## config.mk

```make
export PLATFORM = sky130hd
export DESIGN_NAME = pipe_hazard_ctrl
export DESIGN_NICKNAME = d
export VERILOG_FILES = /design/src/rtl/pipe_hazard_ctrl.sv
export SDC_FILE = /design/constraint.sdc
export NUM_CORES = 1
export LEC_CHECK = 0
export BUFFER_PORTS_ARGS = -buffer_cell sky130_fd_sc_hd__buf_2
export CAP_MARGIN = 20
export CORE_MARGIN = 2
export CORE_UTILIZATION = 50
export CTS_CLUSTER_DIAMETER = 200
export DETAILED_ROUTE_END_ITERATION = 10
export PLACE_DENSITY_LB_ADDON = 0.25
export SYNTH_ARGS = -nofsm -noshare
export SYNTH_HDL_FRONTEND = slang
export SYNTH_SLANG_ARGS = --single-unit
```

## constraint.sdc

```tcl
create_clock -name CLK -period 3 [get_ports CLK]
set_clock_uncertainty 0.2 [all_clocks]
set_input_delay 0.45 -clock CLK [delete_from_list [all_inputs] [get_ports CLK]]
set_output_delay 0.45 -clock CLK [all_outputs]
set_load 0.02 [all_outputs]
```

## src/rtl/pipe_hazard_ctrl.sv

```systemverilog
// Hazard/sequencing controller for the 5-stage pipeline: load-use stalls, branch flushes,
// memory-wait freeze with timeout halt, EX forwarding selects and saturating event counters.
module pipe_hazard_ctrl #(
    parameter int MEM_TIMEOUT = 8,
    parameter int CNT_W       = 16
) (
    input  logic             CLK,
    input  logic             RESET,
    input  logic [4:0]       ID_Rs,
    input  logic [4:0]       ID_Rt,
    input  logic             ID_UsesRt,
    input  logic             EX_MemRead,
    input  logic [4:0]       EX_Rt,
    input  logic [4:0]       EX_Rs,
    input  logic             EX_BranchTaken,
    input  logic             MEM_RegWrite,
    input  logic [4:0]       MEM_WriteReg,
    input  logic             WB_RegWrite,
    input  logic [4:0]       WB_WriteReg,
    input  logic             MEM_Req,
    input  logic             MEM_Ready,
    output logic             StallIF,
    output logic             StallID,
    output logic             StallEXMEM,
    output logic             FlushIFID,
    output logic             FlushIDEX,
    output logic [1:0]       ForwardA,
    output logic [1:0]       ForwardB,
    output logic             MemTimeout,
    output logic [CNT_W-1:0] StallCount,
    output logic [CNT_W-1:0] FlushCount
);
    localparam int WCW = $clog2(MEM_TIMEOUT + 1);

    typedef enum logic [1:0] {RUN, MEM_WAIT, HALT} state_t;

    state_t           state_q;
    logic [WCW-1:0]   wait_cnt_q;
    logic [CNT_W-1:0] stall_cnt_q;
    logic [CNT_W-1:0] flush_cnt_q;

    logic hold, halted, load_use;

    assign hold     = MEM_Req & ~MEM_Ready;
    assign halted   = (state_q == HALT);
    assign load_use = EX_MemRead & (EX_Rt != 5'd0) &
                      ((EX_Rt == ID_Rs) | (ID_UsesRt & (EX_Rt == ID_Rt)));

    function automatic logic [1:0] fwd_sel(input logic [4:0] r);
        if (MEM_RegWrite && MEM_WriteReg != 5'd0 && MEM_WriteReg == r)
            return 2'b10;
        else if (WB_RegWrite && WB_WriteReg != 5'd0 && WB_WriteReg == r)
            return 2'b01;
        else
            return 2'b00;
    endfunction

    // Priority: halt > memory hold > taken branch > load-use.
    always_comb begin
        StallIF    = 1'b0;
        StallID    = 1'b0;
        StallEXMEM = 1'b0;
        FlushIFID  = 1'b0;
        FlushIDEX  = 1'b0;
        ForwardA   = 2'b00;
        ForwardB   = 2'b00;
        if (!RESET) begin
            ForwardA = fwd_sel(EX_Rs);
            ForwardB = fwd_sel(EX_Rt);
            if (halted || hold) begin
                StallIF    = 1'b1;
                StallID    = 1'b1;
                StallEXMEM = 1'b1;
            end else if (EX_BranchTaken) begin
                FlushIFID = 1'b1;
                FlushIDEX = 1'b1;
            end else if (load_use) begin
                StallIF   = 1'b1;
                StallID   = 1'b1;
                FlushIDEX = 1'b1;
            end
        end
    end

    assign MemTimeout = halted & ~RESET;
    assign StallCount = stall_cnt_q;
    assign FlushCount = flush_cnt_q;

    always_ff @(posedge CLK) begin
        if (RESET) begin
            state_q     <= RUN;
            wait_cnt_q  <= '0;
            stall_cnt_q <= '0;
            flush_cnt_q <= '0;
        end else begin
            case (state_q)
                RUN: if (hold) begin
                    state_q    <= MEM_WAIT;
                    wait_cnt_q <= WCW'(1);
                end
                MEM_WAIT: if (hold) begin
                    // wait_cnt_q counts hold cycles already seen; this one is the next.
                    if (wait_cnt_q == WCW'(MEM_TIMEOUT - 1))
                        state_q <= HALT;
                    wait_cnt_q <= wait_cnt_q + WCW'(1);
                end else begin
                    state_q    <= RUN;
                    wait_cnt_q <= '0;
                end
                HALT: ;
                default: begin
                    state_q    <= RUN;
                    wait_cnt_q <= '0;
                end
            endcase
            if (StallIF && !(&stall_cnt_q))
                stall_cnt_q <= stall_cnt_q + CNT_W'(1);
            if ((FlushIFID || FlushIDEX) && !(&flush_cnt_q))
                flush_cnt_q <= flush_cnt_q + CNT_W'(1);
        end
    end
endmodule

```

==> results of run 1 <==
sequential cells by signal, indices dropped and copies added (netlist names):
signal,flops
FlushCount,16
StallCount,16
wait_cnt_q,4
state_q,2
cell usage after synthesis (2+ instances only):
master,instances
a21oi_1,23
and2_1,4
and3_1,6
and4_1,4
buf_4,5
buf_6,5
clkbuf_1,9
dfxtp_1,38
ha_1,3
inv_1,10
mux2_2,3
mux2i_1,3
nand2_1,15
nand3_1,18
nand4_1,8
nand4b_1,3
nor2_1,13
nor2b_1,5
nor3_1,6
nor3b_1,2
nor4_1,10
o211ai_1,2
o21ai_0,8
o311ai_0,3
o31ai_1,15
o41ai_1,3
or3_1,4
or4_1,20
xnor2_1,20
xor2_1,11
cell families after synthesis:
group | Yosys count | synth area share, %
buf+inv | 29 | 6.78
simple gates | 121 | 29.0
xor+xnor | 32 | 11.8
mux | 6 | 2.62
fa+ha+maj | 3 | 1.54
flops | 38 | 31.2
compound gates | 63 | 17.1
critical path, delay by kind of cell:
family	cells	cell delay [ns]
AOI/OAI and AO/OA	2	0.79
and+or+nand+nor	1	0.13
buffers and inverters	3	0.56
xor gates and xnor gates	1	0.18
report_power, final:
part,internal [mW],switching [mW],leakage (nW),total [mW]
Combinational,0.0620,0.0821,0.817,0.144
Clock,0.245,0.183,0.0579,0.428
Sequential,0.508,0.00585,0.307,0.514
per-stage QoR:
step	area, sq um	util, %	cells	worst slack [ns]
finish	2920	61.8	430	0.223
global route	2920	61.8	430	0.0950
CTS	2920	61.8	430	0.206
detailed placement	2810	59.5	422	0.207
global placement	2810	59.5	422	0.290
floorplan	2440	-	292	0.144
final timing paths:
kind,start,end,slack [ns],cells past startpoint
max,EX_Rt[0],StallIF,0.22,7
min,StallCount[15],StallCount[15],0.30,2
max reg2reg,FlushCount[0],FlushCount[15],0.48,6
min reg2reg,StallCount[15],StallCount[15],0.30,2
per-layer routing:
| layer | vias to the layer above | wire [um] |
|---|---|---|
| met2 | 89 | 2830 |
| met3 | 2 | 350 |
| met1 | 1116 | 2510 |
| li1 | 1237 | - |
| met5 | - | 0 |
| met4 | 0 | 40 |
area by class of cell:
type	count	area [sq um]
Inverter	10	37.5
Multi-Input combinational cell	225	1510
Clock buffer	5	68.8
Tap cell	67	83.8
Fill cell	423	1810
Sequential cell	38	761
Clock inverter	3	40.0
Timing Repair Buffer	82	415
==> impl_metrics.env, run 1 <==
export IMPL_critPathMaxStageDelay_ns=0.56
export IMPL_drive_above_1_share_pct=26.7
export IMPL_diodes=0
export IMPL_gp_congestion=0.838
export IMPL_tns_ns=0
export IMPL_grt_usage_pct=21.7
export IMPL_grt_util_met2_pct=36.2
export IMPL_critPathArrivalTime_ns=2.13
export IMPL_cts_tree="yes"
export IMPL_path_common_cell="buf_2"
export IMPL_rows=25
export IMPL_die_area_sq_um=5450
export IMPL_area_delta_synth_final_pct=19.7
export IMPL_dp_hpwl_um=4250
export IMPL_ys_ff_latch=38
export IMPL_synth_largest_area_cell="dfxtp_1"
export IMPL_synth_area_leaders="dfxtp_1, xnor2_1, or4_1"
export IMPL_min_period_ns=2.78
export IMPL_route_detailed_drc=0
export IMPL_die_x_um=73.8
export IMPL_p_per_area_nw_per_um2=372
export IMPL_synthArstFlopShare_pct=0
export IMPL_cp_end_kind="output port"
export IMPL_status="complete, no violations"
export IMPL_syn_nets=334
export IMPL_ir_drop_mv=0.203
export IMPL_yosysSeqAreaShare_pct=31.2
export IMPL_syn_instance_count=292
export IMPL_cts_sinks=38
export IMPL_gr_usage_met1_pct=27.2
export IMPL_synth_top_area_share_pct=31.2
export IMPL_top_usage_layer="met2"
export IMPL_cpMaxStageDelayCell="o41a_4"
export IMPL_relSlewSlack_pct=50.1
export IMPL_avgSynthCellArea_sq_um=8.35
export IMPL_firstDrtPassIters=5
export IMPL_crit_fanout=27
export IMPL_final_common_cell="buf_2"
export IMPL_required_ns=2.35
export IMPL_grt_setup_unrepaired="false"
export IMPL_path_cells="buf_2 -> xnor2_1 -> nand4_1 -> o22a_1 -> o41a_4 -> inv_1 -> buf_2"
export IMPL_vias_per_cell=5.68
export IMPL_synth_top_flop_cell="dfxtp_1"
export IMPL_pin_count=81
export IMPL_finalHoldViolCount=0
export IMPL_met3_usage_pct=4.94
export IMPL_grt_max_degree=28
export IMPL_synth_cell_types=43
export IMPL_p_total_mw=1.09
export IMPL_whs_ns=0.304
export IMPL_post_cts_resized=0
export IMPL_clk_pin_slew_ns=0.08
export IMPL_setup_viol=0
export IMPL_port_buffers=80
export IMPL_placeableCoreArea_sq_um=4720
export IMPL_grt_ovfl_total=0
export IMPL_fin_crit_sh_pct=92.6
export IMPL_clockRootBuffer="clkbuf_8"
export IMPL_numCtsBuffers=5
export IMPL_tightest_slew_ns=0.749
export IMPL_crit_type="input port to output port"
export IMPL_leakage_nw=1.18
export IMPL_worstSetupStartpointType="input port"
export IMPL_synth_edf_count=0
export IMPL_fin_nets=404
export IMPL_report_final_slew_viol_count=0
export IMPL_layout_common_cells="buf_2, dfxtp_1, a21oi_1"
export IMPL_antenna_found_initial=0
export IMPL_die_h_um=73.8
export IMPL_ys_warn_count=0
export IMPL_ctsHtreeMaxLevel=2
export IMPL_drt_total_wl_um=5730
export IMPL_grt_pass1_vias=2107
export IMPL_start_util_pct=51.6
export IMPL_hp_class="register to register"
export IMPL_vias=2444
export IMPL_grt_pass1_wl_um=9340
export IMPL_ant_nets=0
export IMPL_worstSkewPairLatency_ns=0.29
export IMPL_post_cts_buffers=0
export IMPL_fmax_mhz=360
export IMPL_netlist_area_sq_um=2440
export IMPL_drt_iter0_markers=75
export IMPL_cts_buffer_depth=2
export IMPL_wl_per_cell_um=13.3
export IMPL_hold_buffers=0
export IMPL_maxCapViolCount=0
No activity file was read; power rests on OpenSTA's default activity.
==> run 2: changes to the inputs <==
--- a/config.mk
+++ b/config.mk
@@ -11,7 +11,8 @@
 export CORE_UTILIZATION = 50
 export CTS_CLUSTER_DIAMETER = 200
 export DETAILED_ROUTE_END_ITERATION = 10
-export PLACE_DENSITY_LB_ADDON = 0.25
+export PLACE_DENSITY = 0.9
+export RECOVER_POWER = 100
 export SYNTH_ARGS = -nofsm -noshare
 export SYNTH_HDL_FRONTEND = slang
 export SYNTH_SLANG_ARGS = --single-unit
==> impl_metrics.env, run 2 (synthesized netlist as in run 1, its figures left out) <==
export IMPL_status="complete, no violations"
export IMPL_rrSetupSlack_ns=0.39
export IMPL_grt_pass1_vias=2347
export IMPL_diodes=0
export IMPL_fin_crit_sh_pct=92.2
export IMPL_setup_viol=0
export IMPL_clkPwrFrac_pct=40.3
export IMPL_worstSkewPairLatency_ns=0.30
export IMPL_combPwrFrac_pct=13.2
export IMPL_die_x_um=73.8
export IMPL_rows=25
export IMPL_power_frac_seq_pct=46.5
export IMPL_switchingPower_mw=0.269
export IMPL_crit_fanout=4
export IMPL_die_area_sq_um=5450
export IMPL_drive_above_1_share_pct=15.7
export IMPL_pin_count=81
export IMPL_layout_common_cells="buf_2, clkbuf_1, dfxtp_1"
export IMPL_fmax_mhz=361
export IMPL_grt_ovfl_total=0
export IMPL_antenna_found_initial=0
export IMPL_start_util_pct=51.6
export IMPL_ant_nets=0
export IMPL_critPathMaxStageDelay_ns=0.50
export IMPL_r2r_start="FlushCount[2]"
export IMPL_cts_tree="yes"
export IMPL_clk_pin_slew_ns=0.07
export IMPL_vias=2570
export IMPL_placed_area_sq_um=2820
export IMPL_topRoutingLayerUsed="met4"
export IMPL_clockRootBuffer="clkbuf_8"
export IMPL_dp_cells=423
export IMPL_tns_ns=0
export IMPL_post_cts_buffers=0
export IMPL_reg2reg_to="FlushCount[14]"
export IMPL_nFillCells=432
export IMPL_path_cells="buf_2 -> or4_1 -> o21ai_0 -> nor3_1 -> nor4_1 -> clkbuf_1"
export IMPL_gp_congestion=0.810
export IMPL_hp_start="FlushCount[15]"
export IMPL_post_cts_resized=0
export IMPL_min_to="FlushCount[15]"
export IMPL_maxCapViolCount=0
export IMPL_finalHoldViolCount=0
export IMPL_wl_per_cell_um=14.3
export IMPL_fin_area_sq_um=2880
export IMPL_critPathBufInv=2
export IMPL_p_per_area_nw_per_um2=384
export IMPL_ir_drop_mv=0.178
export IMPL_worstSetupPathDepth=6
export IMPL_wl_met1_um=2530
export IMPL_final_cells=430
export IMPL_ctsHtreeMaxLevel=2
export IMPL_cts_sinks=38
export IMPL_p_int_mw=0.836
export IMPL_min_period_ns=2.77
export IMPL_p_sw_share_pct=24.4
export IMPL_required_ns=2.35
export IMPL_numCtsBuffers=5
export IMPL_grt_setup_unrepaired="false"
export IMPL_fin_nets=405
export IMPL_cp_top_family="simple AND/OR/NAND/NOR gates"
export IMPL_route_detailed_drc=0
export IMPL_vias_per_cell=5.98
export IMPL_hold_depth=2
export IMPL_report_final_slew_viol_count=0
export IMPL_cts_buffer_depth=2
export IMPL_firstDrtPassIters=4
export IMPL_leakage_nw=1.02
export IMPL_drt_total_wl_um=6150
export IMPL_drt_iter0_markers=202
export IMPL_port_buffers=80
export IMPL_p_total_mw=1.11
export IMPL_hold_buffers=0
export IMPL_tightest_slew_ns=0.754
export IMPL_worstRegToRegCells=6
export IMPL_die_h_um=73.8
export IMPL_grt_max_degree=28
export IMPL_worstSetupStartpointType="input port"
export IMPL_wl_met3_um=446
export IMPL_final_common_cell="buf_2"
export IMPL_hp_class="register to register"
export IMPL_crit_type="input port to output port"
export IMPL_area_delta_synth_final_pct=18.2
export IMPL_relSlewSlack_pct=49.7
export IMPL_critPathArrivalTime_ns=2.12
export IMPL_cpMaxStageDelayCell="or4_1"
export IMPL_dp_hpwl_um=4550
export IMPL_placeableCoreArea_sq_um=4720
export IMPL_grt_usage_pct=22.8
export IMPL_grt_pass1_wl_um=9860
export IMPL_cp_end_kind="output port"
export IMPL_wl_met2_um=3070
==> run 2: per-stage QoR <==
| stage | utilization [%] | setup slack [ns] | hold WS, ns |
|---|---|---|---|
| 6_report | 61.0 | 0.234 | 0.298 |
| 5_1_grt | 61.0 | 0.118 | 0.327 |
| 4_1_cts | 62.0 | 0.272 | 0.300 |
| 3_5_place_dp | 59.6 | 0.276 | 0.282 |
| 3_3_place_gp | 59.6 | 0.335 | 0.273 |
| 2_1_floorplan | - | 0.144 | 0.271 |
==> run 2: final cells by class <==
cell class / instances / area (sq um) / area share (%)
clock buffers: 6 / 82.6 / 2.87
well taps: 67 / 83.8 / 2.91
repair buffers: 83 / 374 / 13.0
inverters: 10 / 37.5 / 1.30
clock inverters: 1 / 30.0 / 1.04
flip-flops and latches: 38 / 761 / 26.4
multi-input cells: 225 / 1510 / 52.5
==> run 2: how the worst max path moves through the flow <==
| stage | start | endpoint |
|---|---|---|
| 2_1_floorplan | RESET | ForwardA[0] |
| 4_1_cts | EX_Rt[1] | StallID |
| 3_5_place_dp | EX_Rt[1] | StallID |
| 3_3_place_gp | EX_Rt[1] | StallIF |
| 5_1_grt | EX_Rt[1] | StallIF |
| 6_report | MEM_WriteReg[1] | ForwardB[0] |
==> run 2: per-layer routing <==
metal / up-vias / GRT usage, %
li1: 1240 / -
met1: 1197 / 26.1
met2: 123 / 40.5
met3: 10 / 4.53
met4: 0 / 10.5
met5: - / 0
==> run 2: power by group through the flow <==
| stage | clock [mW] | sequential, mW | combinational, mW |
|---|---|---|---|
| after floorplan | 0 | 0.527 | 0.0970 |
| after global placement | 0 | 0.525 | 0.142 |
| after detailed placement | 0 | 0.526 | 0.146 |
| after CTS | 0.447 | 0.514 | 0.147 |
| after global routing | 0.468 | 0.515 | 0.161 |
| final | 0.445 | 0.514 | 0.146 |
==> run 2: worst register-to-register path: stages, from the launching register on <==
cell and delay [ns]:
dfxtp_1 0.45, and3_1 0.23, nand3_1 0.29, or3_1 0.48
nand3_2 0.39, nor4_1 0.12, mux2_1 0.34
==> run 3: changes to the inputs <==
--- a/config.mk
+++ b/config.mk
@@ -5,6 +5,7 @@
 export SDC_FILE = /design/constraint.sdc
 export NUM_CORES = 1
 export LEC_CHECK = 0
+export ABC_CLOCK_PERIOD_IN_PS = 3000
 export BUFFER_PORTS_ARGS = -buffer_cell sky130_fd_sc_hd__buf_2
 export CAP_MARGIN = 20
 export CORE_MARGIN = 2
==> constraint.sdc (replaced) <==
create_clock -name CLK -period 3 [get_ports CLK]
set_clock_uncertainty 0.2 [all_clocks]
set_input_delay 0.15 -clock CLK [delete_from_list [all_inputs] [get_ports CLK]]
set_output_delay 0.15 -clock CLK [all_outputs]
set_load 0.02 [all_outputs]
==> impl_metrics.env, run 3 (synthesized netlist as in run 1, its figures left out) <==
export IMPL_status="complete, no violations"
export IMPL_hp_class="input port to register"
export IMPL_vias_per_cell=5.83
export IMPL_drive_above_1_share_pct=14.6
export IMPL_nFillCells=438
export IMPL_grt_pass1_vias=2263
export IMPL_p_sw_share_pct=26.2
export IMPL_report_final_slew_viol_count=0
export IMPL_final_cells=429
export IMPL_layout_common_cells="clkbuf_1, buf_2, dfxtp_1"
export IMPL_diodes=0
export IMPL_clockRootBuffer="clkbuf_8"
export IMPL_pin_count=81
export IMPL_fmax_mhz=399
export IMPL_switchingPower_mw=0.258
export IMPL_leakage_nw=0.981
export IMPL_die_x_um=73.8
export IMPL_port_buffers=80
export IMPL_combPwrFrac_pct=14.6
export IMPL_tightest_slew_ns=0.782
export IMPL_ctsHtreeMaxLevel=2
export IMPL_cts_buffer_depth=2
export IMPL_antenna_found_initial=0
export IMPL_relSlewSlack_pct=47.8
export IMPL_final_util_pct=60.0
export IMPL_ir_drop_mv=0.168
export IMPL_vias=2502
export IMPL_crit_type="register to register"
export IMPL_drt_iter0_markers=219
export IMPL_fin_nets=404
export IMPL_clk_pin_slew_ns=0.07
export IMPL_dp_slack_ns=0.534
export IMPL_worstSetupStartpointType="register"
export IMPL_tns_ns=0
export IMPL_crit_fanout=27
export IMPL_multi_input_area_sq_um=1510
export IMPL_clkPwrFrac_pct=33.3
export IMPL_dp_hpwl_um=4400
export IMPL_start_util_pct=51.6
export IMPL_grt_ovfl_total=0
export IMPL_min_period_ns=2.51
export IMPL_area_delta_synth_final_pct=16.3
export IMPL_cts_tree="yes"
export IMPL_firstDrtPassIters=4
export IMPL_grt_usage_pct=22.2
export IMPL_cp_end_kind="register"
export IMPL_numCtsBuffers=5
export IMPL_cts_sinks=38
export IMPL_grt_setup_unrepaired="false"
export IMPL_regArea_sq_um=761
export IMPL_die_h_um=73.8
export IMPL_grt_max_degree=28
export IMPL_p_per_area_nw_per_um2=348
export IMPL_drt_total_wl_um=5910
export IMPL_required_ns=3.02
export IMPL_placeableCoreArea_sq_um=4720
export IMPL_post_cts_buffers=0
export IMPL_p_int_mw=0.728
export IMPL_maxCapViolCount=0
export IMPL_setup_viol=0
export IMPL_hold_buffers=0
export IMPL_setup_ws_ns=0.492
export IMPL_fin_crit_sh_pct=83.6
export IMPL_post_cts_resized=0
export IMPL_p_total_mw=0.986
export IMPL_power_frac_seq_pct=52.1
export IMPL_grt_pass1_wl_um=9620
export IMPL_die_area_sq_um=5450
export IMPL_route_detailed_drc=0
export IMPL_rows=25
export IMPL_ant_nets=0
export IMPL_worstSkewPairLatency_ns=0.29
export IMPL_gp_congestion=0.887
export IMPL_critPathArrivalTime_ns=2.52
export IMPL_finalHoldViolCount=0
export IMPL_dp_cells=422
export IMPL_final_common_cell="clkbuf_1"
export IMPL_wl_per_cell_um=13.8
## run 3: cell types whose count changed in the layout (fill, tap and decap cells not counted), sizes merged
| cell | previous run | this run |
|---|---|---|
| bufinv | 1 | 0 |
| buf | 44 | 41 |
| clkbuf | 45 | 48 |
## run 3: final timing paths
check                 start             end  slack (ns)  cells after the start
max reg2reg      state_q[0]  FlushCount[13]        0.49                      6
max              state_q[0]  FlushCount[13]        0.49                      6
min                   RESET   FlushCount[0]        0.04                      2
min reg2reg  FlushCount[15]  FlushCount[15]        0.30                      2
## run 3: metal layers
metal / up-vias / GRT usage (%) / wire length (um)
met5: - / 0 / 0
met4: 0 / 12.1 / 129
met3: 16 / 6.31 / 413
met2: 100 / 35.2 / 2860
met1: 1149 / 26.8 / 2500
li1: 1237 / - / -
## run 3: area by class of cell
| cell class | instances | area share [%] |
|---|---|---|
| multi-input combinational | 225 | 53.3 |
| sequential | 38 | 26.8 |
| timing repair buffer | 82 | 12.8 |
| tap | 67 | 2.96 |
| clock buffer | 7 | 2.69 |
| inverter | 10 | 1.32 |
## run 3: metrics by stage
step                hold WS (ns)  cell area, sq um
global route              0.0689              2830
CTS                       0.0439              2890
detailed placement         0.284              2810
global placement           0.274              2810
finish                    0.0427              2830
floorplan                  0.271              2440
## run 3: critical path, cell delays in order (launching register included)
cell      delay (ns)
dfxtp_1         0.44
nor2b_1         0.11
nor3_1          0.21
a21boi_0        0.30
nand3_2         0.42
or4_1           0.60
a21oi_1         0.16
## run 3: power by group through the flow
stage	Clock [mW]	Sequential, mW	Combinational (mW)
2_1_floorplan	0	0.527	0.0970
3_3_place_gp	0	0.525	0.140
3_5_place_dp	0	0.525	0.145
4_1_cts	0.333	0.513	0.145
5_1_grt	0.358	0.514	0.159
6_report	0.329	0.514	0.144
